[src/rtl/debug_dump_serializer.sv]
// debug_dump_serializer: streams a padded snapshot, then an inclusive memory range, as UART bytes.
// Latency: each byte waits for two consecutive i_tx_done samples, then gets a one-cycle o_tx_start pulse.
// Backpressure: i_tx_done low stalls in WAIT_TX. Define DEBUG_DUMP_CHECKSUM_EN to append an XOR checksum byte.
module debug_dump_serializer #(
  parameter int UART_BITS = 8,
  parameter int SNAP_BITS = 1024,
  parameter int WORD_BITS = 32,
  parameter int ADDR_BITS = 10,
  parameter bit MSB_FIRST = 1'b1
) (
  input  logic                 clk,
  input  logic                 rst,
  input  logic                 i_start,
  input  logic [SNAP_BITS-1:0] i_snapshot,
  input  logic [ADDR_BITS-1:0] i_first_addr,
  input  logic [ADDR_BITS-1:0] i_last_addr,
  input  logic [WORD_BITS-1:0] i_mem_data,
  input  logic                 i_tx_done,
  output logic                 o_mem_rd_en,
  output logic [ADDR_BITS-1:0] o_mem_addr,
  output logic                 o_tx_start,
  output logic [UART_BITS-1:0] o_tx_data,
  output logic                 o_busy,
  output logic                 o_done,
  output logic [3:0]           o_state
);

  localparam int SNAP_BYTES = (SNAP_BITS + UART_BITS - 1) / UART_BITS;
  localparam int PAD_BITS   = SNAP_BYTES * UART_BITS;
  localparam int WORD_BYTES = WORD_BITS / UART_BITS;
  localparam int CNT_MAX    = (SNAP_BYTES > WORD_BYTES) ? SNAP_BYTES : WORD_BYTES;
  localparam int CNT_W      = $clog2(CNT_MAX + 1);
  localparam logic [CNT_W-1:0] SNAP_LAST = CNT_W'(SNAP_BYTES - 1);
  localparam logic [CNT_W-1:0] WORD_LAST = CNT_W'(WORD_BYTES - 1);

  typedef enum logic [3:0] {
    IDLE        = 4'd0,
    LOAD_BYTE   = 4'd1,
    WAIT_TX     = 4'd2,
    SEND        = 4'd3,
    MEM_REQ     = 4'd4,
    MEM_CAPTURE = 4'd5,
    CHECKSUM    = 4'd6,
    FINISH      = 4'd7
  } state_t;

  typedef enum logic [1:0] {
    PH_SNAP = 2'd0,
    PH_MEM  = 2'd1,
    PH_CSUM = 2'd2
  } phase_t;

  state_t               state_q;
  phase_t               phase_q;
  logic [PAD_BITS-1:0]  snap_q;
  logic [PAD_BITS-1:0]  snap_d;
  logic [WORD_BITS-1:0] word_q;
  logic [UART_BITS-1:0] byte_q;
  logic [UART_BITS-1:0] xor_q;
  logic [ADDR_BITS-1:0] addr_q;
  logic [ADDR_BITS-1:0] last_q;
  logic                 empty_q;
  logic [CNT_W-1:0]     cnt_q;
  logic                 rdy_q;

  logic                 tx_start_q;
  logic [UART_BITS-1:0] tx_data_q;
  logic                 mem_rd_en_q;
  logic [ADDR_BITS-1:0] mem_addr_q;
  logic                 busy_q;
  logic                 done_q;

  // Where the dump goes once the last data byte has left.
  state_t end_state;
`ifdef DEBUG_DUMP_CHECKSUM_EN
  assign end_state = CHECKSUM;
`else
  assign end_state = FINISH;
`endif

  // Snapshot left-aligned, the unused low-order bits of the last byte filled with 1s.
  always_comb begin
    snap_d = '1;
    snap_d[PAD_BITS-1 -: SNAP_BITS] = i_snapshot;
  end

  // Main sequencer; every output is a register updated on the transition into its state.
  always_ff @(posedge clk) begin
    if (rst) begin
      state_q     <= IDLE;
      phase_q     <= PH_SNAP;
      snap_q      <= '0;
      word_q      <= '0;
      byte_q      <= '0;
      xor_q       <= '0;
      addr_q      <= '0;
      last_q      <= '0;
      empty_q     <= 1'b0;
      cnt_q       <= '0;
      rdy_q       <= 1'b0;
      tx_start_q  <= 1'b0;
      tx_data_q   <= '0;
      mem_rd_en_q <= 1'b0;
      mem_addr_q  <= '0;
      busy_q      <= 1'b0;
      done_q      <= 1'b0;
    end else begin
      case (state_q)
        IDLE: begin
          if (i_start) begin
            snap_q  <= snap_d;
            addr_q  <= i_first_addr;
            last_q  <= i_last_addr;
            empty_q <= (i_last_addr < i_first_addr);
            phase_q <= PH_SNAP;
            cnt_q   <= '0;
            xor_q   <= '0;
            rdy_q   <= 1'b0;
            busy_q  <= 1'b1;
            state_q <= LOAD_BYTE;
          end
        end

        LOAD_BYTE: begin
          case (phase_q)
            PH_SNAP: begin
              byte_q <= snap_q[PAD_BITS-1 -: UART_BITS];
              snap_q <= snap_q << UART_BITS;
            end
            PH_MEM: begin
              byte_q <= MSB_FIRST ? word_q[WORD_BITS-1 -: UART_BITS] : word_q[UART_BITS-1:0];
              word_q <= MSB_FIRST ? (word_q << UART_BITS) : (word_q >> UART_BITS);
            end
            default: byte_q <= xor_q;
          endcase
          rdy_q   <= 1'b0;
          state_q <= WAIT_TX;
        end

        WAIT_TX: begin
          // Two consecutive idle samples guard against a transmitter that is only momentarily idle.
          if (i_tx_done) begin
            if (rdy_q) begin
              tx_start_q <= 1'b1;
              tx_data_q  <= byte_q;
              state_q    <= SEND;
            end else begin
              rdy_q <= 1'b1;
            end
          end else begin
            rdy_q <= 1'b0;
          end
        end

        SEND: begin
          tx_start_q <= 1'b0;
          tx_data_q  <= '0;
          xor_q      <= xor_q ^ byte_q;
          cnt_q      <= cnt_q + CNT_W'(1);
          case (phase_q)
            PH_SNAP: begin
              if (cnt_q == SNAP_LAST) begin
                cnt_q <= '0;
                if (empty_q) begin
                  state_q <= end_state;
                  done_q  <= (end_state == FINISH);
                end else begin
                  phase_q     <= PH_MEM;
                  mem_rd_en_q <= 1'b1;
                  mem_addr_q  <= addr_q;
                  state_q     <= MEM_REQ;
                end
              end else begin
                state_q <= LOAD_BYTE;
              end
            end
            PH_MEM: begin
              if (cnt_q == WORD_LAST) begin
                cnt_q <= '0;
                // Compare before incrementing so a range ending at the top address never wraps.
                if (addr_q == last_q) begin
                  state_q <= end_state;
                  done_q  <= (end_state == FINISH);
                end else begin
                  addr_q      <= addr_q + ADDR_BITS'(1);
                  mem_rd_en_q <= 1'b1;
                  mem_addr_q  <= addr_q + ADDR_BITS'(1);
                  state_q     <= MEM_REQ;
                end
              end else begin
                state_q <= LOAD_BYTE;
              end
            end
            default: begin
              state_q <= FINISH;
              done_q  <= 1'b1;
            end
          endcase
        end

        MEM_REQ: begin
          state_q <= MEM_CAPTURE;
        end

        MEM_CAPTURE: begin
          word_q      <= i_mem_data;
          mem_rd_en_q <= 1'b0;
          mem_addr_q  <= '0;
          cnt_q       <= '0;
          state_q     <= LOAD_BYTE;
        end

        CHECKSUM: begin
`ifdef DEBUG_DUMP_CHECKSUM_EN
          phase_q <= PH_CSUM;
          state_q <= LOAD_BYTE;
`else
          state_q <= FINISH;
          done_q  <= 1'b1;
`endif
        end

        FINISH: begin
          done_q  <= 1'b0;
          busy_q  <= 1'b0;
          state_q <= IDLE;
        end

        default: state_q <= IDLE;
      endcase
    end
  end

  assign o_mem_rd_en = mem_rd_en_q;
  assign o_mem_addr  = mem_addr_q;
  assign o_tx_start  = tx_start_q;
  assign o_tx_data   = tx_data_q;
  assign o_busy      = busy_q;
  assign o_done      = done_q;
  assign o_state     = state_q;

endmodule
[config.mk]
export PLATFORM = sky130hd
export DESIGN_NAME = debug_dump_serializer
export DESIGN_NICKNAME = d
export VERILOG_FILES = /design/src/rtl/debug_dump_serializer.sv
export SDC_FILE = /design/constraint.sdc
export NUM_CORES = 2
export LEC_CHECK = 0
export ABC_CLOCK_PERIOD_IN_PS = 2900
export CAP_MARGIN = 30
export CORE_MARGIN = 5
export CORE_UTILIZATION = 25
export DETAILED_ROUTE_END_ITERATION = 8
export GPL_ROUTABILITY_DRIVEN = 0
export REMOVE_ABC_BUFFERS = 1
export SLEW_MARGIN = 20
export SYNTH_ARGS = -nofsm -noshare
export SYNTH_HDL_FRONTEND = slang
export SYNTH_SLANG_ARGS = --single-unit
[constraint.sdc]
create_clock -name clk -period 2.9 [get_ports clk]
set_input_delay 0.435 -clock clk [delete_from_list [all_inputs] [get_ports clk]]
set_output_delay 0.435 -clock clk [all_outputs]
set_load 0.02 [all_outputs]
# Word-level counts from Yosys, hierarchy flattened
# Cells that the tools add are included.
[word_totals] ff_bits=1130 in_bits=1080
[classes] addsub=2 n_lt_le_gt_ge=1 n_eq_ne=29 n_mux=58 bitwise_logic=1 reduce_logical=24
[op_table] operator="$mux W1024" count=2
[op_table] operator="$pmux W1024 S2" count=1
[op_table] operator="$pmux W32 S2" count=1
[op_table] operator="$pmux W8 S2" count=4
[op_table] operator="$mux W10" count=6
[op_table] operator="$pmux W10 S2" count=3
[op_table] operator="$mux W8" count=5
[op_table] operator="$mux W32" count=1
[op_table] operator="$pmux W4 S7" count=1
[op_table] operator="$pmux W8 S3" count=1
[op_table] operator="$mux W4" count=5
[op_table] operator="$ne A2 B2 Y1 const B" count=10
[op_table] operator="$ne A3 B3 Y1 const B" count=6
[op_table] operator="$eq A4 B3 Y1 const B" count=4
[op_table] operator="$reduce_and A5 Y1" count=3
[op_table] operator="$mux W1" count=13
[op_table] operator="$mux W2" count=6
[op_table] operator="$reduce_and A2 Y1" count=6
[op_table] operator="$reduce_bool A2 Y1" count=6
[op_table] operator="$add A10 B1 Y10 const B" count=1
[op_table] operator="$eq A10 B10 Y1" count=1
[op_table] operator="$lt A10 B10 Y1" count=1
[op_table] operator="$pmux W1 S2" count=5
[op_table] operator="$reduce_and A3 Y1" count=3
[op_table] operator="other kinds (16)" count=20

# Depth between registers and ports, before layout
[logic_depth] word_depth=5 depth_mapped=9

# Worst setup path after synthesis
# No wires, ideal clock.
[synth_timing] kind="register to register" startpoint="register state_q[1] (netlist: o_state[1])" endpoint="register addr_q[4]" setup_ps=70 arrival_ps=1810 t_required_ps=2830 path_slack_ps=1020 stages_incl_launch_ff=8 cell_sequence="dfxtp_1 -> buf_4 -> nand2_1 -> or2_2 -> o221ai_2 -> buf_6 -> o21ai_0 -> a21oi_1"
[synth_via] elab_chain_len=3
[synth_rtl] item="start, declared" line_no="53" rtl="state_t state_q;"
[synth_rtl] item="start signal, assigned" line_no="165" rtl="state_q <= end_state;"
[synth_rtl] item="start signal, assigned" line_no="182" rtl="state_q <= end_state;"
[synth_rtl] item="$eq A4 B2 Y1 / $logic_not A4 Y1 (equally long branches)" line_no="108" rtl="case (state_q)"
[synth_rtl] item="$ne A2 B2 Y1 (no source line) / $reduce_bool A2 Y1 (equally long branches)"
[synth_rtl] item="$reduce_and A5 Y1 (no source line)"
[synth_rtl] item="end signal, assigned" line_no="112" rtl="addr_q <= i_first_addr;"
[synth_rtl] item="end signal, assigned" line_no="185" rtl="addr_q <= addr_q + ADDR_BITS'(1);"
[synth_rtl] item="end, declared" line_no="60" rtl="logic [ADDR_BITS-1:0] addr_q;"
# Parallel ways exist; a longest one is shown, timed or not.
# A chain may end at the register's enable or synchronous reset.

# Worst setup path after layout
[layout_timing] startpoint="register state_q[1] (netlist: o_state[1])" endpoint="output port o_state[1]"
[layout_lines] item="end, declared" line_no="25" rtl="output logic [3:0] o_state"
# No word-level cell between the ends.

==> flow_metrics.env <==
export IMPL_async_flop_share_pct=0
export IMPL_cts_path_max_buffers=3
export IMPL_ioPinCount=1106
export IMPL_synth_top_area_share_pct=46.6
export IMPL_grt_pass1_vias=46400
export IMPL_finalNetCount=8212
export IMPL_power_frac_seq_pct=41.9
export IMPL_clkSinkCount=1120
export IMPL_cts_inserted_buffers=131
export IMPL_crit_buf_inv=2
export IMPL_place_ws_ns=0.267
export IMPL_skew_ns=0.0298
export IMPL_max_slew_margin_pct=45.5
export IMPL_htreeDepth=4
export IMPL_start_kind="register"
export IMPL_ctsHoldBuffers=0
export IMPL_wl_per_cell_um=19.4
export IMPL_totalWireLength_um=190000
export IMPL_critPathMaxFanout=9
export IMPL_fin_setup_tns_ns=0
export IMPL_avgSynthCellArea_um2=7.66
export IMPL_drv_slew=0
export IMPL_post_cts_setup_buffers=0
export IMPL_die_w_um=449
export IMPL_ys_ff_latch=1120
export IMPL_antenna_found_initial=32
export IMPL_powerDensity_mw_per_mm2=672
export IMPL_core_area_mm2=0.192
export IMPL_synth_warnings=0
export IMPL_area_growth_pct=38.5
export IMPL_synth_main_ff_cell="dfxtp_1"
export IMPL_ff2ff_setup_slack_ns=0.48
export IMPL_p_sw_share_pct=29.8
export IMPL_die_area_mm2=0.201
export IMPL_setup_viol=0
export IMPL_dp_cells=9514
export IMPL_remaining_drc_errors=0
export IMPL_switchingPower_uw=13300
export IMPL_grt_overflow=0
export IMPL_path_clk_slew_ns=0.06
export IMPL_cts_tree="yes"
export IMPL_start_util_pct=25.1
export IMPL_worstMarginPinSlew_ns=0.818
export IMPL_fmax_ghz=0.380
export IMPL_end_kind="primary output"
export IMPL_path_cells="buf_4 -> clkdlybuf4s50_1"
export IMPL_cts_resized=0
export IMPL_place_hpwl_um=142000
export IMPL_period_share_pct=90.7
export IMPL_outcome="completed"
export IMPL_netlist_top_cells_area="dfxtp_1 47%, a311oi_1 19%, nand2_1 17%"
export IMPL_drt_initial_drc_count=3942
export IMPL_firstDrtPassIters=6
export IMPL_p_comb_share_pct=20.2
export IMPL_p_leak_uw=0.0250
export IMPL_grt_max_degree=150
export IMPL_place_port_buffers=1104
export IMPL_clock_root_buffer="clkbuf_16"
export IMPL_avgViaCountPerCell=4.93
export IMPL_critPathArrivalTime_ns=2.19
export IMPL_yosysTopAreaCell="dfxtp_1"
export IMPL_track_usage_pct=17.7
export IMPL_crit_slowest_cell="clkdlybuf4s50_1"
export IMPL_via_count=48300
export IMPL_synth_commonest_cells="2131 x nand2_1, 1120 x dfxtp_1, 1084 x nor2_1, 1043 x a311oi_1, 340 x clkbuf_1"
export IMPL_layoutNonFillerInstCount=9785
export IMPL_maxCapViolations=0
export IMPL_p_clk_share_pct=38.0
export IMPL_layout_setup_ws_ns=0.271
export IMPL_placed_area_mm2=0.0621
export IMPL_critPathRequiredTime_ns=2.47
export IMPL_rsz0062_at_grt="no"
export IMPL_synth_edff_count=0
export IMPL_dieHeight_um=449
export IMPL_critPathTopFamily="buffers and inverters"
export IMPL_synth_seq_area_share_pct=46.6
export IMPL_hold_viol_final=0
export IMPL_grt_pass1_wl_um=282000
export IMPL_vdd_drop_max_v=0.000537
export IMPL_fin_total_pwr_uw=44800
export IMPL_antenna_left=0
export IMPL_synthCells=6281
export IMPL_drive_gt1_share_pct=6.21
export IMPL_min_path_type="in2reg"
export IMPL_insertion_delay_ns=0.80
export IMPL_p_int_uw=31400
export IMPL_rows=161
export IMPL_cpPeakStageDelay_ns=0.66
export IMPL_period_needed_ns=2.63
export IMPL_crit_type="reg2out"
export IMPL_synth_area_mm2=0.0481
export IMPL_synth_most_common_cell="nand2_1"
export IMPL_stdcell_area_mm2=0.0667
export IMPL_ys_types=55
[path summary, 6_finish.rpt]
check | start | to | cells after the start
worst max-delay path | o_state[1] | o_state[1] | 2
worst min-delay path | i_mem_data[7] | word_q[7] | 3
worst max register to register | o_state[0] | addr_q[2] | 7
worst min register to register | byte_q[6] | o_tx_data[6] | 2
[cell type report]
| cell class | instances | area, µm² |
|---|---|---|
| inverter | 13 | 48.8 |
| timing repair buffer | 1322 | 13400 |
| sequential | 1120 | 22400 |
| multi-input combinational | 4533 | 23100 |
| clock buffer | 192 | 3830 |
| antenna | 31 | 77.6 |
| clock inverter | 48 | 641 |
| fill | 19900 | 125000 |
| tap | 2526 | 3160 |
[per-stage QoR]
step / hold WS, ns / util [%]
3_3_place_gp: 0.436 / 32.4
3_5_place_dp: 0.447 / 32.4
6_report: 0.201 / 34.7
4_1_cts: 0.106 / 34.7
5_1_grt: 0.160 / 34.7
2_1_floorplan: 0.426 / -
[logic make-up after synthesis]
kind of cell | count (synthesis) | synth area share [%]
other cells | 1 | 0.00779
mux | 11 | 0.231
buf+inv | 628 | 5.53
flops | 1120 | 46.6
fa+ha+maj | 11 | 0.286
xor+xnor | 21 | 0.382
compound gates | 1159 | 20.4
simple gates | 3330 | 26.5
[registers in the layout, indices dropped and copies added, names as in the netlist]
| name | cells |
|---|---|
| cnt_q | 8 |
| addr_q | 10 |
| last_q | 10 |
| o_mem_rd_en | 1 |
| o_done | 1 |
| phase_q | 1 |
| rdy_q | 1 |
| o_tx_data | 8 |
| byte_q | 8 |
| word_q | 32 |
| o_tx_start | 1 |
| o_mem_addr | 10 |
| empty_q | 1 |
| snap_q | 1024 |
| o_state | 3 |
| o_busy | 1 |
[layer usage]
layer  vias up  track usage (%)  share of wire (%)
met4         8             6.98                3.4
met2      1544             30.2                 49
met5         -                0              0.025
met3       272             3.45                5.8
met1     22800             22.1                 42
li1      23600                -                  -
[power groups by stage]
stage                     clock network [µW]  registers [µW]  logic, µW
final                                  17000           18700       9030
after global routing                   18000           19000      10000
after CTS                              17400           18700       9060
after detailed placement                   0           19000       9020
after global placement                     0           19000       8840
after floorplan                            0           17300       6040
[worst reg2reg max path, cell delays in order (launching register included)]
cell and delay (ns):
dfxtp_1 0.42, buf_4 0.21, and2b_1 0.22, nand2_1 0.09
buf_4 0.30, o221ai_2 0.70, o21ai_0 0.20, a21oi_1 0.20
[layout by cell type (no fill, tap or decap), types with 30 or more instances in the layout]
cell type / count
nand3_1: 52
clkbuf_1: 30
a21oi_1: 68
clkdlybuf4s50_1: 1103
clkbuf_8: 30
nor2_1: 1084
buf_4: 161
diode_2: 31
a311oi_1: 1043
clkbuf_16: 132
dfxtp_1: 1119
buf_12: 57
nand2_1: 2130
Power figures use the tool's default switching activity.
